## src/rtl/hex_display_pkg.sv

```systemverilog
// Shared definitions for the hex display scanner.
//   NUM_DIGITS   : number of multiplexed digits
//   digit_idx_t  : digit index type
//   scan_state_t : per-slot scan phase (dead-time gap, then lit)
//   nibble_sel   : pick the 4-bit nibble for a digit out of a 16-bit value
package hex_display_pkg;

  localparam int unsigned NUM_DIGITS = 4;

  typedef logic [1:0] digit_idx_t;

  typedef enum logic [0:0] {
    StGap,
    StOn
  } scan_state_t;

  function automatic logic [3:0] nibble_sel(input logic [15:0] value, input digit_idx_t idx);
    return value[{idx, 2'b00} +: 4];
  endfunction

endpackage

```

## src/rtl/hex_display_scanner_if.sv

```systemverilog
// Bus between a display-value producer and the hex display scanner.
//   value_in   : 16-bit display value (nibble k -> digit k)
//   load       : one-cycle strobe capturing value_in
//   digit_mask : per-digit enable, 1 = digit may light
//   en_bus     : one-hot digit enable to the decoder, zero during dead-time
//   bin_out    : nibble of the active digit
//   frame_tick : one-cycle pulse at the start of each frame
// master drives value/load/mask; slave (the scanner) drives the display outputs.
interface hex_display_scanner_if;
  logic [15:0] value_in;
  logic        load;
  logic [3:0]  digit_mask;
  logic [3:0]  en_bus;
  logic [3:0]  bin_out;
  logic        frame_tick;

  modport master (
    output value_in, load, digit_mask,
    input  en_bus, bin_out, frame_tick
  );

  modport slave (
    input  value_in, load, digit_mask,
    output en_bus, bin_out, frame_tick
  );
endinterface

```

## src/rtl/hex_display_scanner_prescaler.sv

```systemverilog
// Slot counter for the display scanner. Counts 0..REFRESH_DIV-1 and wraps.
//   clk        : system clock
//   rst_n      : asynchronous active-low reset (count returns to 0)
//   cnt_d_o    : count value after the next clock edge
//   slot_end_o : high on the last cycle of a slot (count == REFRESH_DIV-1)
module refresh_prescaler #(
  parameter int unsigned REFRESH_DIV = 100000
) (
  input  logic                           clk,
  input  logic                           rst_n,
  output logic [$clog2(REFRESH_DIV)-1:0] cnt_d_o,
  output logic                           slot_end_o
);

  localparam int unsigned CntW = $clog2(REFRESH_DIV);
  // Compare against the terminal value so non-power-of-2 dividers wrap correctly.
  localparam logic [CntW-1:0] LastCnt = CntW'(REFRESH_DIV - 1);

  logic [CntW-1:0] cnt_q, cnt_d;

  always_comb begin
    slot_end_o = (cnt_q == LastCnt);
    cnt_d      = slot_end_o ? '0 : cnt_q + CntW'(1);
    cnt_d_o    = cnt_d;
  end

  always_ff @(posedge clk or negedge rst_n) begin
    if (!rst_n) begin
      cnt_q <= '0;
    end else begin
      cnt_q <= cnt_d;
    end
  end

endmodule

```

## src/rtl/hex_display_scanner.sv

```systemverilog
// Time-multiplexing scanner for a 4-digit 7-segment hex decoder.
// Cycles through the digits one slot (REFRESH_DIV cycles) at a time; each slot opens with
// BLANK_CYCLES of dead-time. New values are held pending and committed only at frame
// boundaries so a frame never mixes old and new digits.
//   clk   : system clock
//   rst_n : asynchronous active-low reset; outputs clear immediately
//   bus   : slave side of hex_display_scanner_if (value_in/load/digit_mask in,
//           en_bus/bin_out/frame_tick out, all outputs registered)
// Build option: define HEX_SCAN_LZB_EN to compile in leading-zero blanking.
module hex_display_scanner
  import hex_display_pkg::*;
#(
  parameter int unsigned REFRESH_DIV  = 100000,
  parameter int unsigned BLANK_CYCLES = 16
) (
  input  logic                  clk,
  input  logic                  rst_n,
  hex_display_scanner_if.slave  bus
);

  localparam int unsigned CntW = $clog2(REFRESH_DIV);
  localparam logic [CntW-1:0] BlankCnt = CntW'(BLANK_CYCLES);

  logic [CntW-1:0] cnt_d;
  logic            slot_end;
  logic            frame_end;

  digit_idx_t  idx_q, idx_d;
  scan_state_t state_q, state_d;
  logic [15:0] committed_q, committed_d;
  logic [15:0] pending_q, pending_d;
  logic        pending_valid_q, pending_valid_d;
  logic [3:0]  en_bus_q, en_bus_d;
  logic [3:0]  bin_out_q, bin_out_d;
  logic        frame_tick_q, frame_tick_d;
`ifdef HEX_SCAN_LZB_EN
  logic [3:0]  lzb_mask;
`endif

  refresh_prescaler #(
    .REFRESH_DIV(REFRESH_DIV)
  ) u_prescaler (
    .clk        (clk),
    .rst_n      (rst_n),
    .cnt_d_o    (cnt_d),
    .slot_end_o (slot_end)
  );

  always_comb begin
    frame_end       = slot_end && (idx_q == digit_idx_t'(NUM_DIGITS - 1));
    idx_d           = slot_end ? idx_q + digit_idx_t'(1) : idx_q;
    state_d         = state_q;
    committed_d     = committed_q;
    pending_d       = pending_q;
    pending_valid_d = pending_valid_q;

    unique case (state_q)
      StGap:   if (cnt_d >= BlankCnt) state_d = StOn;
      StOn:    if (cnt_d < BlankCnt)  state_d = StGap;
      default: state_d = StGap;
    endcase

    if (frame_end) begin
      if (bus.load) begin
        // Load on the commit cycle bypasses straight to display; older pending is dropped.
        committed_d     = bus.value_in;
        pending_d       = bus.value_in;
        pending_valid_d = 1'b0;
      end else if (pending_valid_q) begin
        committed_d     = pending_q;
        pending_valid_d = 1'b0;
      end
    end else if (bus.load) begin
      pending_d       = bus.value_in;
      pending_valid_d = 1'b1;
    end

    // Outputs are computed from next-state so they are registered yet aligned with cnt/idx.
    en_bus_d = (state_d == StOn) ? (4'b0001 << idx_d) : 4'b0000;
    en_bus_d = en_bus_d & bus.digit_mask;
`ifdef HEX_SCAN_LZB_EN
    // Digit k lights only if some nibble at or above k is nonzero; digit 0 always lights.
    lzb_mask = {|committed_d[15:12], |committed_d[15:8], |committed_d[15:4], 1'b1};
    en_bus_d = en_bus_d & lzb_mask;
`endif
    bin_out_d    = nibble_sel(committed_d, idx_d);
    frame_tick_d = frame_end;
  end

  always_ff @(posedge clk or negedge rst_n) begin
    if (!rst_n) begin
      idx_q           <= '0;
      state_q         <= StGap;
      committed_q     <= '0;
      pending_q       <= '0;
      pending_valid_q <= 1'b0;
      en_bus_q        <= '0;
      bin_out_q       <= '0;
      frame_tick_q    <= 1'b0;
    end else begin
      idx_q           <= idx_d;
      state_q         <= state_d;
      committed_q     <= committed_d;
      pending_q       <= pending_d;
      pending_valid_q <= pending_valid_d;
      en_bus_q        <= en_bus_d;
      bin_out_q       <= bin_out_d;
      frame_tick_q    <= frame_tick_d;
    end
  end

  assign bus.en_bus     = en_bus_q;
  assign bus.bin_out    = bin_out_q;
  assign bus.frame_tick = frame_tick_q;

endmodule

```

## src/flat_wrapper.sv

```systemverilog
// flat-port wrapper written by rule: the top's interface ports become plain ports
module hex_display_scanner_flat import hex_display_pkg::*;
#(
  parameter int unsigned REFRESH_DIV  = 100000,
  parameter int unsigned BLANK_CYCLES = 16
)
  (clk, rst_n, bus_value_in, bus_load, bus_digit_mask, bus_en_bus, bus_bin_out, bus_frame_tick);
  hex_display_scanner_if bus_i ();
  input  logic clk;
  input  logic rst_n;
  input wire logic [$bits(bus_i.value_in)-1:0] bus_value_in;
  input wire logic [$bits(bus_i.load)-1:0] bus_load;
  input wire logic [$bits(bus_i.digit_mask)-1:0] bus_digit_mask;
  output wire logic [$bits(bus_i.en_bus)-1:0] bus_en_bus;
  output wire logic [$bits(bus_i.bin_out)-1:0] bus_bin_out;
  output wire logic [$bits(bus_i.frame_tick)-1:0] bus_frame_tick;
  assign bus_i.value_in = bus_value_in;
  assign bus_i.load = bus_load;
  assign bus_i.digit_mask = bus_digit_mask;
  assign bus_en_bus = bus_i.en_bus;
  assign bus_bin_out = bus_i.bin_out;
  assign bus_frame_tick = bus_i.frame_tick;
  hex_display_scanner #(.REFRESH_DIV(REFRESH_DIV), .BLANK_CYCLES(BLANK_CYCLES)) u_core (.clk(clk), .rst_n(rst_n), .bus(bus_i));
endmodule
```

## config.mk

```make
export PLATFORM = sky130hd
export DESIGN_NAME = hex_display_scanner_flat
export DESIGN_NICKNAME = d
export VERILOG_FILES = /design/src/rtl/hex_display_pkg.sv /design/src/rtl/hex_display_scanner_if.sv /design/src/rtl/hex_display_scanner_prescaler.sv /design/src/rtl/hex_display_scanner.sv /design/src/flat_wrapper.sv
export SDC_FILE = /design/constraint.sdc
export NUM_CORES = 1
export LEC_CHECK = 0
export CAP_MARGIN = 20
export CELL_PAD_IN_SITES_DETAIL_PLACEMENT = 2
export CELL_PAD_IN_SITES_GLOBAL_PLACEMENT = 2
export CORE_MARGIN = 5
export CORE_UTILIZATION = 35
export CTS_CLUSTER_SIZE = 40
export DETAILED_ROUTE_END_ITERATION = 16
export PLACE_DENSITY_LB_ADDON = 0.1
export SLEW_MARGIN = 25
export SYNTH_ARGS = -nofsm -noshare
export SYNTH_HDL_FRONTEND = slang
export SYNTH_HIERARCHICAL = 1
export SYNTH_SLANG_ARGS = --single-unit
export TNS_END_PERCENT = 30
```

## constraint.sdc

```tcl
create_clock -name clk -period 5.4 [get_ports clk]
set_clock_uncertainty 0.15 [all_clocks]
set_input_delay 1.35 -clock clk [delete_from_list [all_inputs] [get_ports clk]]
set_output_delay 1.35 -clock clk [all_outputs]
set_load 0.02 [all_outputs]
```

; ---- Word level (Yosys, flattened, before mapping)
; Index checks and enable logic that the tools add are counted.
[word_totals]
ff_bits = 62
latch_bits = 0
mem_bits_rw = 0
rom_bits = 0
inputBits = 23
output_inout_bits = 9
elab_cells = 32
memories = 0
[classes]
addsub = 2
multipliers = 0
n_div = 0
n_lt_le_gt_ge = 2
eq_ne = 2
n_shift = 2
n_mux = 11
bitwise_logic = 2
reduce_logical = 2
[op_table]
columns = op, count
row1 = two-way mux 16 bit, 3
row2 = adder 17 x 1 -> 17 bit (second input constant), 1
row3 = == test 17 bit (second input constant), 1
row4 = >= comparator 17 x 5 -> 1 bit (second input constant), 1
row5 = less-than comparator 17 x 5 -> 1 bit (second input constant), 1
row6 = two-way mux 17 bit, 1
row7 = variable part select 16 x 5 -> 4 bit, 1
row8 = bitwise AND 4 bit, 1
row9 = two-way mux 1 bit, 4
row10 = two-way mux 4 bit, 1
row11 = << shifter 1 x 2 -> 4 bit (first input constant), 1
row12 = adder 2 x 1 -> 2 bit (second input constant), 1
row13 = == test 2 bit (second input constant), 1
row14 = two-way mux 2 bit, 1
row15 = case mux 1 bit (2 select lines), 1
row16 = nonzero test 2 bit, 1
row17 = logical AND 1 bit, 1
row18 = inverter 1 bit, 1

; ---- Longest topological paths before layout
[depth]
ltp_word = 7
ltp_mapped = 9
ltp_nobuf = 8

; ---- Modules after synthesis
; The synthesis kept the hierarchy.
[modules_own_cells]
columns = mod, instances, cells_each, area_per_inst_um2, seq_area_each_um2
row1 = hex_display_scanner, 1, 134, 1808.0, 1101.1
row2 = refresh_prescaler, 1, 74, 793.3, 425.4

; ---- Least setup slack after synthesis
; OpenSTA, ideal clock, no wires.
[synth_timing]
kind = register to register
from = register u_core.u_prescaler.cnt_q[11]
to = register u_core.bin_out_q[2] (netlist: u_core/bus.bin_out[2])
setup_ps = 124
arrival_time_ps = 2801
required_ps = 5126
path_slack_ps = 2325
stages_incl_launch_ff = 8
path_buffers = 0
synth_period_minus_slack_ps = 3075
path_cell_list = dfrtp_1 or4_1 or4_4 nor4_4 o211ai_1 mux2_2 a22o_1 a211o_1
[synth_between]
elab_chain_len = 4
word_cells_on_any_way = 5
cone_classes = eq/ne (1) / shift (1) / mux (2) / reduce/logical (1)
[synth_rtl]
columns = item, line
row1 = from (decl), hex_display_scanner_prescaler.sv:19  ; logic [CntW-1:0] cnt_q, cnt_d;
row2 = from (signal assigned), hex_display_scanner_prescaler.sv:31  ; cnt_q <= cnt_d;
row3 = == test 17 bit, hex_display_scanner_prescaler.sv:22  ; slot_end_o = (cnt_q == LastCnt);
row4 = net u_core.slot_end, hex_display_scanner.sv:25  ; logic slot_end;
row5 = logical AND 1 bit, hex_display_scanner.sv:50  ; frame_end = slot_end && (idx_q == digit_idx_t'(NUM_DIGITS - 1));
row6 = two-way mux 16 bit, hex_display_scanner.sv:63  ; if (frame_end) begin
row7 = net u_core.committed_d[6], hex_display_scanner.sv:30  ; logic [15:0] committed_q, committed_d;
row8 = variable part select 16 x 5 -> 4 bit, hex_display_pkg.sv:18  ; return value[{idx, 2'b00} +: 4];
row9 = net u_core.bin_out_d[2], hex_display_scanner.sv:34  ; logic [3:0] bin_out_q, bin_out_d;
row10 = to (signal assigned), hex_display_scanner.sv:107  ; bin_out_q <= bin_out_d;
row11 = to (decl), hex_display_scanner.sv:34
; The timed path passes the listed nets, and every way through them passes these cells.
; A chain may end at the register's enable or synchronous reset.

; ---- Final worst setup path
[layout_timing]
from = register u_core.u_prescaler.cnt_q[11]
to = register u_core.bin_out_q[1] (netlist: u_core/bus.bin_out[1])
; Same word-level chain as after synthesis.

==> results.py <==
metrics = {
    "critical_path": {
        "timing.rr.end": "u_core/bus.bin_out[1]",
        "cp-end-kind": "register",
        "slowest_stage": "nor4_4",
        "r2r_setup_slack_ns": 1.86,
        "critPathKind": "register to register",
        "crit_arrival_ns": 3.60,
        "crit_start": "u_core/u_prescaler/cnt_q[11]",
        "crit_fanout": 15,
        "cp-start-kind": "register",
        "r2r.worst_path.cells": 8,
        "crit_chain": "or4_1 -> or4_4 -> nor4_4 -> o211ai_1 -> buf_4 -> mux2_2 -> a22o_1 -> a211o_1",
        "cp-endpoint": "u_core/bus.bin_out[1]",
        "critPathRequiredTime_ns": 5.46,
        "r2r_start": "u_core/u_prescaler/cnt_q[11]",
        "slowest_delay_ns": 0.60,
    },
    "power": {
        "power_w": 0.000870,
        "ir_drop_v": 0.000130,
        "p_sw_share_pct": 21.5,
        "power_frac_comb_pct": 5.8,
        "clkPwrFrac_pct": 39.9,
        "p_sw_w": 0.000187,
        "p_per_area_nw_per_um2": 272,
        "power.leakage_nw": 1.51,
        "internal_power_w": 0.000683,
        "p_seq_share_pct": 54.3,
    },
    "clock_network": {
        "cts_buffers": 9,
        "path_clk_slew_ns": 0.06,
        "postCtsHoldBufs": 0,
        "clock-sinks": 61,
        "cts_setup_buffers": 0,
        "clockBufferDepth": 2,
        "clk_latency_ns": 0.33,
        "cts-root-buf": "clkbuf_8",
        "cts_tree": "yes",
        "cts_resized": 0,
        "htree_num_levels": 3,
    },
    "synth": {
        "yosys-top-cells-area": "dfrtp_1 (59%), mux2_2 (8.7%), xnor2_1 (3.0%)",
        "synth_top_area_cell": "dfrtp_1",
        "post_synth_num_cell_types": 40,
        "netlist.area_leader.share_pct": 58.7,
        "yosys_most_used_dff": "dfrtp_1",
        "synth-seq-cells": 61,
        "syn_inst": 208,
        "ys_seq_area_share_pct": 58.7,
        "synth_top_cells_by_count": "dfrtp_1 (61), mux2_2 (20), nor2_1 (14), nand2_1 (12), inv_1 (10)",
        "yosys_warnings": 6,
        "syn-num-nets": 233,
        "async_reset_ff_share_pct": 100,
        "synth.most_common_cell": "dfrtp_1",
        "synthesis.area_sq_um": 2600,
        "synth_edf_count": 0,
        "syn-mean-instance-area_sq_um": 12.5,
    },
    "sta": {
        "hold_violations": 0,
        "max_freq_mhz": 283,
        "slew_headroom_pct": 47.2,
        "tns_ns": 0,
        "finalCriticalPeriod_ns": 3.54,
        "worstMarginPinSlew_ns": 0.786,
        "setup-violations-final": 0,
        "maxSlewViolCount": 0,
        "rsz0062_at_grt": "false",
        "whs_ns": 0.343,
        "finalCritPeriodShare_pct": 65.5,
    },
    "grt": {
        "grt_pass1_wl_um": 10400,
        "track_usage_pct": 15.1,
        "met1_usage_pct": 21.1,
        "grt_max_degree": 35,
        "gr-total-overflow": 0,
        "grt_util_met2_pct": 22.1,
        "grt_antenna_before_repair": 0,
        "grt_pass1_vias": 2003,
        "grt_util_met3_pct": 3.91,
        "gr-max-usage-layer": "met2",
    },
    "floorplan": {
        "start_util_pct": 35.9,
        "core_sq_um": 7250,
        "die_x_um": 96.2,
        "io_pins": 32,
        "num_rows": 31,
        "die_h_um": 96.2,
        "dieArea_sq_um": 9260,
    },
    "cells_and_area": {
        "final_util_pct": 44.0,
        "drive_above_1_share_pct": 17.9,
        "synthToLayoutAreaGrowth_pct": 22.8,
        "postLayoutCellArea_sq_um": 3190,
        "nets": 274,
        "antenna_cells": 0,
    },
    "run": {
        "cap_violations": 0,
    },
    "route": {
        "drc": 0,
        "dr_total_vias": 1750,
        "wl_per_cell_um": 17.2,
        "drtIter0Drc": 36,
        "drtAntennaViolNets": 0,
        "via_per_inst": 4.99,
        "wirelength_um": 6030,
        "dr.pass1.iters": 3,
    },
    "placed_design": {
        "gp_congestion": 0.750,
        "portBuffers": 31,
        "place_hpwl_um": 4340,
        "placed_area_sq_um": 3030,
    },
    "run_status": {
        "outcome": "finished, final reports clean",
    },
    "hold_path": {
        "hp-class": "register to register",
        "holdPathStages": 1,
    },
}
==> critical path: cells and delay by family (launching register included) <==
family / cells / cell delay [ns]
multiplexers: 1 / 0.30
flip-flops: 1 / 0.43
buffers and inverters: 1 / 0.26
AND/OR/NAND/NOR: 3 / 1.61
AO/OA/AOI/OAI: 3 / 0.65
==> kinds of logic after synthesis <==
group	synth area share [%]
XOR/XNOR	4.71
adder cells (fa/ha/maj)	0.962
flip-flops	58.7
buffers and inverters	2.65
AO/OA/AOI/OAI	6.30
AND/OR/NAND/NOR	13.4
multiplexers	13.3
==> sequential cells by signal (all words and copies together), names as in the netlist <==
name and cells:
u_core/pending_valid_q 1, u_core/bus.bin_out 4, u_core/u_prescaler/cnt_q 17, u_core/idx_q 2, u_core/pending_q 16, u_core/committed_q 16, u_core/bus.en_bus 4, u_core/bus.frame_tick 1
==> layout make-up <==
class | instances | area [sq um]
multi-input cells | 132 | 1010
clock buffers | 12 | 155
flip-flops and latches | 61 | 1530
well taps | 99 | 124
clock inverters | 2 | 10.0
fillers | 760 | 4060
repair buffers | 35 | 335
inverters | 10 | 37.5
==> power groups by stage <==
stage | clock network (W) | registers (W) | logic, W
after floorplan | 0 | 0.000480 | 0.0000205
after global placement | 0 | 0.000481 | 0.0000509
after detailed placement | 0 | 0.000481 | 0.0000518
after CTS | 0.000362 | 0.000473 | 0.0000520
after global routing | 0.000381 | 0.000474 | 0.0000561
final | 0.000347 | 0.000472 | 0.0000500
==> per-layer routing <==
layer	vias to the layer above	part of all wire, %
met5	-	0
met4	0	1.4
met3	10	4.6
met2	30	44
met1	889	50
li1	821	-
==> through the flow <==
stage / cells / worst slack (ns)
after floorplan: 208 / 2.33
after global placement: 337 / 1.91
after detailed placement: 337 / 1.82
after CTS: 351 / 1.79
after global routing: 351 / 1.61
final: 351 / 1.86
==> cells in the final DEF, fill, tap and decap left out, types with 3 or more instances in the layout <==
cell and n:
nor2_1 14, mux2i_1 6, buf_4 4, o21ai_0 3, xnor2_1 9, clkbuf_8 11
nand4_1 5, o22ai_1 4, nor3_1 6, inv_1 10, nand2_1 12, xor2_1 5
a21oi_1 3, mux2_4 4, and3_1 3, clkdlybuf4s50_1 30, mux2_2 20, nor4_1 3
nand3_1 6, o211ai_1 3, dfrtp_1 61
==> how the worst min path moves through the flow <==
stage	startpoint	endpoint	slack, ns
floorplan	u_core/committed_q[4]	u_core/committed_q[4]	0.30
global placement	u_core/committed_q[9]	u_core/committed_q[9]	0.32
detailed placement	u_core/committed_q[10]	u_core/committed_q[10]	0.33
CTS	u_core/pending_q[5]	u_core/pending_q[5]	0.35
global route	u_core/pending_q[5]	u_core/pending_q[5]	0.35
finish	u_core/pending_q[5]	u_core/pending_q[5]	0.34
(Power assumes the default switching activity.)
